[config.mk]
export PLATFORM = sky130hd
export DESIGN_NAME = move_input_ctrl
export DESIGN_NICKNAME = d
export VERILOG_FILES = /design/src/rtl/move_input_ctrl.sv
export SDC_FILE = /design/constraint.sdc
export NUM_CORES = 1
export LEC_CHECK = 0
export CAP_MARGIN = 15
export CORE_MARGIN = 3
export CORE_UTILIZATION = 60
export CTS_BUF_LIST = sky130_fd_sc_hd__clkbuf_8
export CTS_CLUSTER_SIZE = 8
export DETAILED_ROUTE_END_ITERATION = 16
export PLACE_DENSITY = 0.82
export SYNTH_ARGS = -nofsm -noshare
export SYNTH_HDL_FRONTEND = slang
export SYNTH_SLANG_ARGS = --single-unit
export TNS_END_PERCENT = 5
[constraint.sdc]
create_clock -name ClkPort -period 3.85 [get_ports ClkPort]
set_input_delay 0.5775 -clock ClkPort [delete_from_list [all_inputs] [get_ports ClkPort]]
set_output_delay 0.5775 -clock ClkPort [all_outputs]
set_load 0.005 [all_outputs]
[src/rtl/move_input_ctrl.sv]
// move_input_ctrl: turns raw push-buttons into move commands for the game FSM.
// Single-clock pipeline: tick divider, 2-FF synchronisers, tick-paced debounce,
// press / auto-repeat events, a per-channel pending bit and a valid/ready offer.
module move_input_ctrl #(
  parameter int N_BTN        = 4,
  parameter int TICK_DIV     = 100000,
  parameter int DEB_TICKS    = 10,
  parameter int REPEAT_TICKS = 0,
  parameter int DIR_W        = (N_BTN > 1) ? $clog2(N_BTN) : 1
) (
  input  logic             ClkPort,
  input  logic             rst,
  input  logic [N_BTN-1:0] btn_raw,
  input  logic             move_ready,
  output logic             move_valid,
  output logic [DIR_W-1:0] move_dir,
  output logic [N_BTN-1:0] btn_level,
  output logic             tick,
  output logic [7:0]       drop_cnt
);

  localparam int TW = (TICK_DIV > 1) ? $clog2(TICK_DIV) : 1;
  localparam int DW = (DEB_TICKS > 1) ? $clog2(DEB_TICKS) : 1;
  localparam logic [TW-1:0] TICK_LAST = TW'(TICK_DIV - 1);
  localparam logic [DW-1:0] DEB_LAST  = DW'(DEB_TICKS - 1);

  localparam logic [0:0] IDLE  = 1'b0;
  localparam logic [0:0] OFFER = 1'b1;

  logic [TW-1:0]    div_cnt;
  logic [N_BTN-1:0] sync_q1, sync;
  logic [N_BTN-1:0] stable, stable_nxt;
  logic [DW-1:0]    deb_cnt     [N_BTN];
  logic [DW-1:0]    deb_cnt_nxt [N_BTN];
  logic [N_BTN-1:0] press_evt, rep_evt, evt;
  logic [N_BTN-1:0] pending, pending_nxt, clr_mask, drops;
  logic [DIR_W-1:0] low_idx;
  logic [7:0]       drop_sum;
  logic [8:0]       drop_tot;
  logic [0:0]       state;
  logic             accept;

  // Free-running divider; tick marks the last count of each period.
  // NOTE: sequential state uses non-blocking assignments so every flop samples
  // pre-edge values regardless of block evaluation order.
  always_ff @(posedge ClkPort or posedge rst) begin
    if (rst)                    div_cnt <= '0;
    else if (div_cnt == TICK_LAST) div_cnt <= '0;
    else                        div_cnt <= div_cnt + 1'b1;
  end

  assign tick = (div_cnt == TICK_LAST);

  // Two-flop synchroniser; nothing downstream looks at btn_raw directly.
  always_ff @(posedge ClkPort or posedge rst) begin
    if (rst) begin
      sync_q1 <= '0;
      sync    <= '0;
    end else begin
      sync_q1 <= btn_raw;
      sync    <= sync_q1;
    end
  end

  // Debounce next-state: a level must differ for DEB_TICKS consecutive ticks.
  // NOTE: every output of a combinational block gets a default first, so no
  // path leaves a value unassigned and no latch is inferred.
  always_comb begin
    stable_nxt = stable;
    for (int i = 0; i < N_BTN; i++) begin
      deb_cnt_nxt[i] = deb_cnt[i];
      if (tick) begin
        if (sync[i] != stable[i]) begin
          if (deb_cnt[i] == DEB_LAST) begin
            stable_nxt[i]  = sync[i];
            deb_cnt_nxt[i] = '0;
          end else begin
            deb_cnt_nxt[i] = deb_cnt[i] + 1'b1;
          end
        end else begin
          deb_cnt_nxt[i] = '0;
        end
      end
    end
  end

  // Debounce state registers.
  always_ff @(posedge ClkPort or posedge rst) begin
    if (rst) begin
      stable <= '0;
      for (int i = 0; i < N_BTN; i++) deb_cnt[i] <= '0;
    end else begin
      stable <= stable_nxt;
      for (int i = 0; i < N_BTN; i++) deb_cnt[i] <= deb_cnt_nxt[i];
    end
  end

  assign btn_level = stable;
  // A press is the tick on which the debounced level goes 0 -> 1.
  assign press_evt = stable_nxt & ~stable;

  generate
    if (REPEAT_TICKS > 0) begin : g_rep
      localparam int RW = (REPEAT_TICKS > 1) ? $clog2(REPEAT_TICKS) : 1;
      localparam logic [RW-1:0] REP_LAST = RW'(REPEAT_TICKS - 1);
      logic [RW-1:0] rep_cnt [N_BTN];

      // A repeat fires every REPEAT_TICKS ticks while the button stays held.
      always_comb begin
        for (int i = 0; i < N_BTN; i++)
          rep_evt[i] = tick && stable[i] && stable_nxt[i] && (rep_cnt[i] == REP_LAST);
      end

      // Repeat counters run on ticks while held and clear on release.
      always_ff @(posedge ClkPort or posedge rst) begin
        if (rst) begin
          for (int i = 0; i < N_BTN; i++) rep_cnt[i] <= '0;
        end else begin
          for (int i = 0; i < N_BTN; i++) begin
            if (!stable_nxt[i])           rep_cnt[i] <= '0;
            else if (tick && stable[i])   rep_cnt[i] <= (rep_cnt[i] == REP_LAST) ? '0 : rep_cnt[i] + 1'b1;
          end
        end
      end
    end else begin : g_no_rep
      assign rep_evt = '0;
    end
  endgenerate

  assign evt      = press_evt | rep_evt;
  assign accept   = move_valid && move_ready;
  assign clr_mask = accept ? (N_BTN'(1) << move_dir) : '0;
  // A new event on the channel being accepted re-arms it rather than dropping.
  assign pending_nxt = (pending & ~clr_mask) | evt;
  assign drops       = evt & pending & ~clr_mask;

  // Lowest pending index wins the next offer; also sums dropped events.
  always_comb begin
    low_idx  = '0;
    drop_sum = '0;
    for (int i = N_BTN - 1; i >= 0; i--)
      if (pending[i]) low_idx = DIR_W'(i);
    for (int i = 0; i < N_BTN; i++)
      drop_sum = drop_sum + 8'(drops[i]);
    drop_tot = {1'b0, drop_cnt} + {1'b0, drop_sum};
  end

  // Pending bits and the saturating drop counter.
  always_ff @(posedge ClkPort or posedge rst) begin
    if (rst) begin
      pending  <= '0;
      drop_cnt <= '0;
    end else begin
      pending  <= pending_nxt;
      drop_cnt <= drop_tot[8] ? 8'hFF : drop_tot[7:0];
    end
  end

  // Offer FSM: latch the lowest pending channel and hold it until accepted.
  always_ff @(posedge ClkPort or posedge rst) begin
    if (rst) begin
      state      <= IDLE;
      move_valid <= 1'b0;
      move_dir   <= '0;
    end else begin
      case (state)
        IDLE: begin
          if (|pending) begin
            move_dir   <= low_idx;
            move_valid <= 1'b1;
            state      <= OFFER;
          end
        end
        default: begin
          if (move_ready) begin
            move_valid <= 1'b0;
            state      <= IDLE;
          end
        end
      endcase
    end
  end

endmodule
==> results of run 1 <==
==> cell families (layout without fill, tap and decap cells) <==
group,count (synthesis),count (layout)
simple gates,116,116
flops,61,61
compound gates,37,37
xor+xnor,22,22
buf+inv,18,53
fa+ha+maj,13,13
mux,5,5
==> routing by layer <==
metal	vias up	GRT usage (%)	wire, um
li1	1024	-	-
met1	1035	28.65	2501
met2	41	35.09	2711
met3	12	6.069	176
met4	0	8.738	109
met5	-	0	0
==> cell usage after synthesis (2+ instances only) <==
cell / instances / area [um^2]
nor4_1: 4 / 25.02
o22a_1: 2 / 17.52
fa_1: 3 / 60.06
nor3_1: 10 / 50.05
nand4b_1: 3 / 26.28
ha_1: 10 / 125.1
inv_1: 14 / 52.55
xor2_1: 8 / 70.07
o31ai_2: 2 / 25.02
mux2_2: 5 / 56.30
nor3b_1: 3 / 22.52
or4_1: 4 / 30.03
dfrtp_1: 61 / 1526
and4b_1: 3 / 30.03
or3_1: 3 / 18.77
xnor2_1: 14 / 122.6
nand2b_1: 5 / 31.28
o21ai_0: 9 / 45.04
or4_4: 2 / 22.52
nand3b_1: 3 / 22.52
and3b_1: 4 / 35.03
nand2_1: 23 / 86.33
nor2_1: 19 / 71.32
nand3_1: 16 / 80.08
and3_1: 3 / 18.77
a21oi_1: 5 / 25.02
o31ai_1: 2 / 15.01
clkbuf_1: 3 / 11.26
nand4_1: 5 / 31.28
a21o_1: 3 / 22.52
o21ai_1: 12 / 60.06
==> area by class of cell <==
class                           instances  area share, %
Sequential cell                        61          45.07
Clock inverter                          3         0.4433
Timing Repair Buffer                   26          7.388
Multi-Input combinational cell        193          39.08
Tap cell                               65          2.401
Inverter                               14          1.552
Clock buffer                           10          4.064
==> per-stage QoR <==
step	instance area (um^2)	hold slack, ns
global route	3387	0.3590
detailed placement	3227	0.3347
global placement	3227	0.3363
finish	3387	0.3506
floorplan	2918	0.3312
CTS	3379	0.3485
==> power by group through the flow <==
stage | sequential, mW | combinational [mW] | clock, mW
5_1_grt | 0.668 | 0.0457 | 0.504
3_5_place_dp | 0.678 | 0.0403 | 0
4_1_cts | 0.666 | 0.0403 | 0.472
6_report | 0.666 | 0.0392 | 0.463
2_1_floorplan | 0.670 | 0.0283 | 0
3_3_place_gp | 0.677 | 0.0396 | 0
==> sequential cells by signal, summed over array words and instances (netlist names) <==
signal / flops
state: 1
btn_level: 4
div_cnt: 17
pending: 4
drop_cnt: 8
sync_q1: 4
sync: 4
move_dir: 2
move_valid: 1
deb_cnt: 16
==> repair_timing <==
action	CTS	global route
setup buffers	0	0
setup endpoints to repair	0	2
resized for setup	0	2
==> path summary, 6_finish.rpt <==
kind / end / slack [ns] / cells after the start
max: drop_cnt[6] / 0.13 / 11
min: sync[0] / 0.35 / 0
max reg2reg: drop_cnt[6] / 0.13 / 11
min reg2reg: sync[0] / 0.35 / 0
max in group asynchronous: deb_cnt[10] / 2.35 / 3
min in group asynchronous: div_cnt[7] / 0.69 / 2
==> layout by cell type, fill, tap and decap left out, drive strengths merged, types with 4 or more instances in the layout <==
cell type / Yosys / final
nand2: 23 / 23
clkbuf: 3 / 10
o21ai: 21 / 21
or4: 6 / 6
nand2b: 5 / 5
clkdlybuf4s50: 0 / 22
nand4: 5 / 5
o31ai: 4 / 4
dfrtp: 61 / 61
and3b: 4 / 4
ha: 10 / 10
xor2: 8 / 8
a21oi: 5 / 5
nor2: 19 / 19
xnor2: 14 / 14
mux2: 5 / 5
inv: 14 / 14
nor3: 10 / 10
buf: 1 / 4
or3: 4 / 4
nor4: 5 / 5
nand3: 16 / 16
==> results.py, run 1 <==
metrics = {
    "clocking": {
        "numCtsBuffers": 9,
        "cts_tree": "done",
        "path_clk_slew_ns": 0.06,
        "cts.sinks": 61,
        "root_buffer": "clkbuf_8",
        "clkLatencyLatePin_ns": 0.33,
        "ctsLongestPathBuffers": 2,
        "cts_hold_buf": 0,
        "htreeDepth": 3,
    },
    "yosys": {
        "synth_compound_area_share_pct": 7.762,
        "synth_area_um2": 2918,
        "synth_seq_cells": 61,
        "syn_avg_cell_area_um2": 10.73,
        "yosysSeqAreaShare_pct": 52.32,
        "synth_ff_type": "dfrtp_1",
        "synth_cell_type_count": 40,
        "synthXorXnorAreaFrac_pct": 6.604,
        "synth_top_family_by_area": "simple AND/OR/NAND/NOR gates",
        "synth_async_sr_flop_share_pct": 100.0,
        "synth-edff-count": 0,
        "synthAdderAreaFrac_pct": 6.346,
        "syn_inst": 272,
        "synth.mux.area_fraction_pct": 1.930,
        "yosysWarnings": 0,
        "synthSimpleGateAreaFrac_pct": 22.47,
        "syn-num-nets": 292,
    },
    "sta": {
        "setup_viol": 0,
        "slew-limit-headroom_pct": 51.05,
        "skew_ns": 0.004828,
        "finalMaxSlewViolations": 0,
        "clock.fmax_ghz": 0.2686,
        "hold_viol_final": 0,
        "fin_crit_sh_pct": 96.68,
        "tightestPinTransition_ns": 0.7331,
        "fin_ws_ns": 0.1276,
        "fin_tns_setup_ns": 0,
        "period_needed_ns": 3.722,
    },
    "setup_path": {
        "critPathTopFamily": "simple AND/OR/NAND/NOR gates",
        "critPathMaxStageDelay_ns": 0.56,
        "path_cells": "or4_4, or4_1, or3_1, fa_1, fa_1, inv_1, fa_2, and3_4, nand3_1, nor3_1, a21oi_1",
        "cp_slowest_cell": "or4_4",
        "timing.rr.start": "div_cnt[11]",
        "startpoint_type": "register",
        "cp.required_ns": 4.07,
        "critical_path.max_fanout": 4,
        "path_buf_inv": 1,
        "cp_common_cell": "fa_1",
        "setup.worst_path.end_class": "register",
        "critical_path_arrival_ns": 3.94,
        "worstSetupPathType": "register to register",
        "startpoint": "div_cnt[11]",
    },
    "drt": {
        "wl_per_cell_um": 14.78,
        "first_iter_violations": 138,
        "dr.pass1.iters": 4,
        "viasPerCell": 5.677,
        "vias": 2112,
        "drtAntennaViolNets": 0,
        "drt_wl_total_um": 5500,
        "drc_errors": 0,
    },
    "global_route": {
        "grt.overflow.total": 0,
        "grt_max_degree": 37,
        "grtUsageTotal_pct": 22.01,
        "grt_pass1_wl_um": 9273,
        "antenna_found_initial": 0,
        "grt_pass1_vias": 1997,
    },
    "die": {
        "die-height_um": 75.74,
        "rows": 24,
        "core_area_um2": 4534,
        "ios": 23,
        "start_util_pct": 64.35,
        "die_x_um": 75.74,
        "die-area_um2": 5736,
    },
    "status": {
        "outcome": "finished, final reports clean",
    },
    "power_and_ir_drop": {
        "power_mw": 1.168,
        "p_sw_mw": 0.2627,
        "p_comb_share_pct": 3.4,
        "leakage_nw": 1.580,
        "p_clk_share_pct": 39.6,
        "p_int_mw": 0.9052,
        "seqPwrFrac_pct": 57.0,
        "p_sw_share_pct": 22.49,
        "ir_drop_uv": 234.6,
        "p_per_area_nw_per_um2": 344.8,
    },
    "job": {
        "cap_violations": 0,
    },
    "cells_and_area": {
        "layout-drive-gt1-share_pct": 10.42,
        "finish.utilization_pct": 74.70,
        "diodes": 0,
        "fin_nets": 325,
        "syn_to_final_growth_pct": 16.08,
        "layoutNonFillerInstCount": 372,
        "multi_input_area_um2": 1324,
        "nFillCells": 326,
        "seq_area_um2": 1526,
    },
    "worst_hold_path": {
        "hp-class": "register to register",
        "holdCritStartpoint": "sync_q1[0]",
    },
    "placement": {
        "port_buffers": 22,
        "pre_cts_slack_ns": 0.08850,
        "gp_congestion": 0.8667,
        "dp_hpwl_um": 3864,
        "place_inst": 359,
    },
}
(Power assumes the default switching activity.)
==> run 2, diff against run 1 <==
Settings changed: CORE_UTILIZATION 60 to 54, PLACE_DENSITY 0.82 to 0.78.
Clock period 3.85 ns to 3.1 ns, I/O delays scaled along.
==> run 2 against run 1 <==
The flow now finishes with violations (negative setup slack); final cell count up 10%; largest cell class unchanged; largest power group is now clock; non-clock buffer count up 30; die area is 10% higher; wire length rose by 2.0%; sequential power increased by 24%; worst setup slack worse by 0.54 ns; worst hold slack lost 0.0037 ns; critical path depth unchanged; first-iteration DRC count down 20%; cell area increased by 11%; sequential share of layout area fell by 4.4 points.
==> results.py, run 2 (synthesis gave the netlist of run 1 again) <==
metrics = {
    "status": {
        "outcome": "complete, but fails checks",
        "failed_checks": "negative setup slack",
    },
    "clocking": {
        "cts_hold_buf": 0,
        "clkLatencyLatePin_ns": 0.32,
        "path_clk_slew_ns": 0.07,
        "ctsLongestPathBuffers": 2,
        "cts.sinks": 61,
        "root_buffer": "clkbuf_8",
        "postCtsSetupRepairBufs": 0,
        "htreeDepth": 3,
        "cts_tree": "done",
        "numCtsBuffers": 9,
    },
    "power_and_ir_drop": {
        "p_per_area_nw_per_um2": 470.2,
        "ir_drop_uv": 400.3,
        "p_comb_share_pct": 2.9,
        "seqPwrFrac_pct": 46.8,
        "p_clk_share_pct": 50.3,
        "p_sw_mw": 0.3346,
        "p_sw_share_pct": 18.96,
        "leakage_nw": 1.783,
        "p_int_mw": 1.430,
        "power_mw": 1.764,
    },
    "sta": {
        "period_needed_ns": 3.512,
        "tightestPinTransition_ns": 0.5757,
        "slew-limit-headroom_pct": 61.57,
        "whs_ns": 0.3469,
        "fin_ws_ns": -0.4118,
        "clock.fmax_ghz": 0.2848,
        "skew_ns": 0.007801,
        "rsz0062_at_grt": "true",
        "finalMaxSlewViolations": 0,
        "hold_viol_final": 0,
        "setup_viol": 8,
        "fin_crit_sh_pct": 113.3,
    },
    "job": {
        "cap_violations": 0,
    },
    "cells_and_area": {
        "syn_to_final_growth_pct": 28.60,
        "layout-drive-gt1-share_pct": 21.18,
        "layout_commonest_cell": "dfrtp_1",
        "multi_input_area_um2": 1349,
        "largestRegisters": "div_cnt x17, deb_cnt x16, drop_cnt x8",
        "seq_area_um2": 1526,
        "largest_register_ffs": 17,
        "diodes": 0,
        "nFillCells": 359,
        "fin_nets": 355,
        "top_register": "div_cnt",
        "final_cell_mix": "dfrtp_1 (61), buf_4 (34), nand2_1 (23), clkdlybuf4s50_1 (22), nor2_1 (19)",
    },
    "drt": {
        "drc_errors": 0,
        "viasPerCell": 5.300,
        "first_iter_violations": 110,
        "drtAntennaViolNets": 0,
        "dr.pass1.iters": 4,
        "drt_wl_total_um": 5610,
        "vias": 2173,
        "wl_per_cell_um": 13.68,
    },
    "die": {
        "ios": 23,
        "die-height_um": 79.51,
        "core_area_um2": 5172,
        "die-area_um2": 6321,
        "start_util_pct": 56.41,
        "die_x_um": 79.51,
        "rows": 26,
    },
    "global_route": {
        "antenna_found_initial": 0,
        "grt_pass1_vias": 2253,
        "grt_pass1_wl_um": 9887,
        "grt.overflow.total": 0,
        "grtUsageTotal_pct": 20.18,
        "grt_max_degree": 31,
    },
    "setup_path": {
        "r2r_slack_ns": -0.41,
        "path_buf_inv": 1,
        "path_cells": "or4_4, or4_4, or3_4, fa_1, fa_2, inv_2, fa_2, and3_4, nand3_1, nor3_1, a21oi_1",
        "critPathMaxStageDelay_ns": 0.54,
        "worstSetupPathType": "register to register",
        "startpoint_type": "register",
        "critical_path.max_fanout": 3,
        "critPathTopFamily": "simple AND/OR/NAND/NOR gates",
        "cp.required_ns": 3.31,
        "setup.worst_path.end_class": "register",
        "cp_slowest_cell": "or4_4",
        "critical_path_arrival_ns": 3.72,
    },
    "placement": {
        "gp_congestion": 0.8466,
        "port_buffers": 22,
        "pre_cts_slack_ns": -0.4344,
        "dp_hpwl_um": 4173,
    },
    "worst_hold_path": {
        "hp-class": "register to register",
    },
}
-- run 2: cell types whose count changed in the layout (fill, tap and decap cells not counted), sizes merged --
cell / previous run / this run
clkinv: 3 / 0
clkbuf: 10 / 12
bufinv: 0 / 3
inv: 14 / 15
buf: 4 / 34
-- run 2: layout make-up --
cell class	instances	share of cell area [%]
Clock buffer	12	4.401
Clock inverter	4	2.501
Inverter	14	1.467
Multi-Input combinational cell	193	35.95
Sequential cell	61	40.68
Tap cell	70	2.334
Timing Repair Buffer	56	12.67
-- run 2: worst paths after layout --
check	cells after the start	startpoint	to
min in group asynchronous	2	rst	div_cnt[10]
worst max register to register	11	div_cnt[11]	drop_cnt[6]
worst min-delay path	0	sync_q1[3]	sync[3]
worst max-delay path	11	div_cnt[11]	drop_cnt[6]
max in group asynchronous	3	rst	pending[0]
worst min register to register	0	sync_q1[3]	sync[3]
-- run 2: metal layers --
layer | vias up | wire length [um] | GRT usage (%)
li1 | 1079 | - | -
met1 | 1058 | 2509 | 25.00
met2 | 32 | 2906 | 34.47
met3 | 4 | 157 | 4.853
met4 | 0 | 37 | 6.873
met5 | - | 0 | 0
-- run 2: power by group through the flow --
stage                     Sequential [mW]  Combinational (mW)  Clock, mW
after global routing                0.828              0.0578      0.950
after floorplan                     0.832              0.0351          0
after global placement              0.841              0.0510          0
after CTS                           0.826              0.0523      0.908
after detailed placement            0.841              0.0520          0
final                               0.826              0.0505      0.887
-- run 2: repair_timing --
action	4_1_cts	5_1_grt
gates resized for setup	2	2
setup endpoints to repair	8	8
pin swaps	2	1
-- run 2: per-stage QoR --
step	util (%)	cells	area, um^2	setup TNS [ns]
floorplan	-	272	2934	-2.481
global placement	67.17	394	3475	-2.605
detailed placement	67.17	394	3475	-3.143
CTS	72.40	410	3745	-3.275
global route	72.54	410	3752	-3.786
finish	72.54	410	3752	-2.722
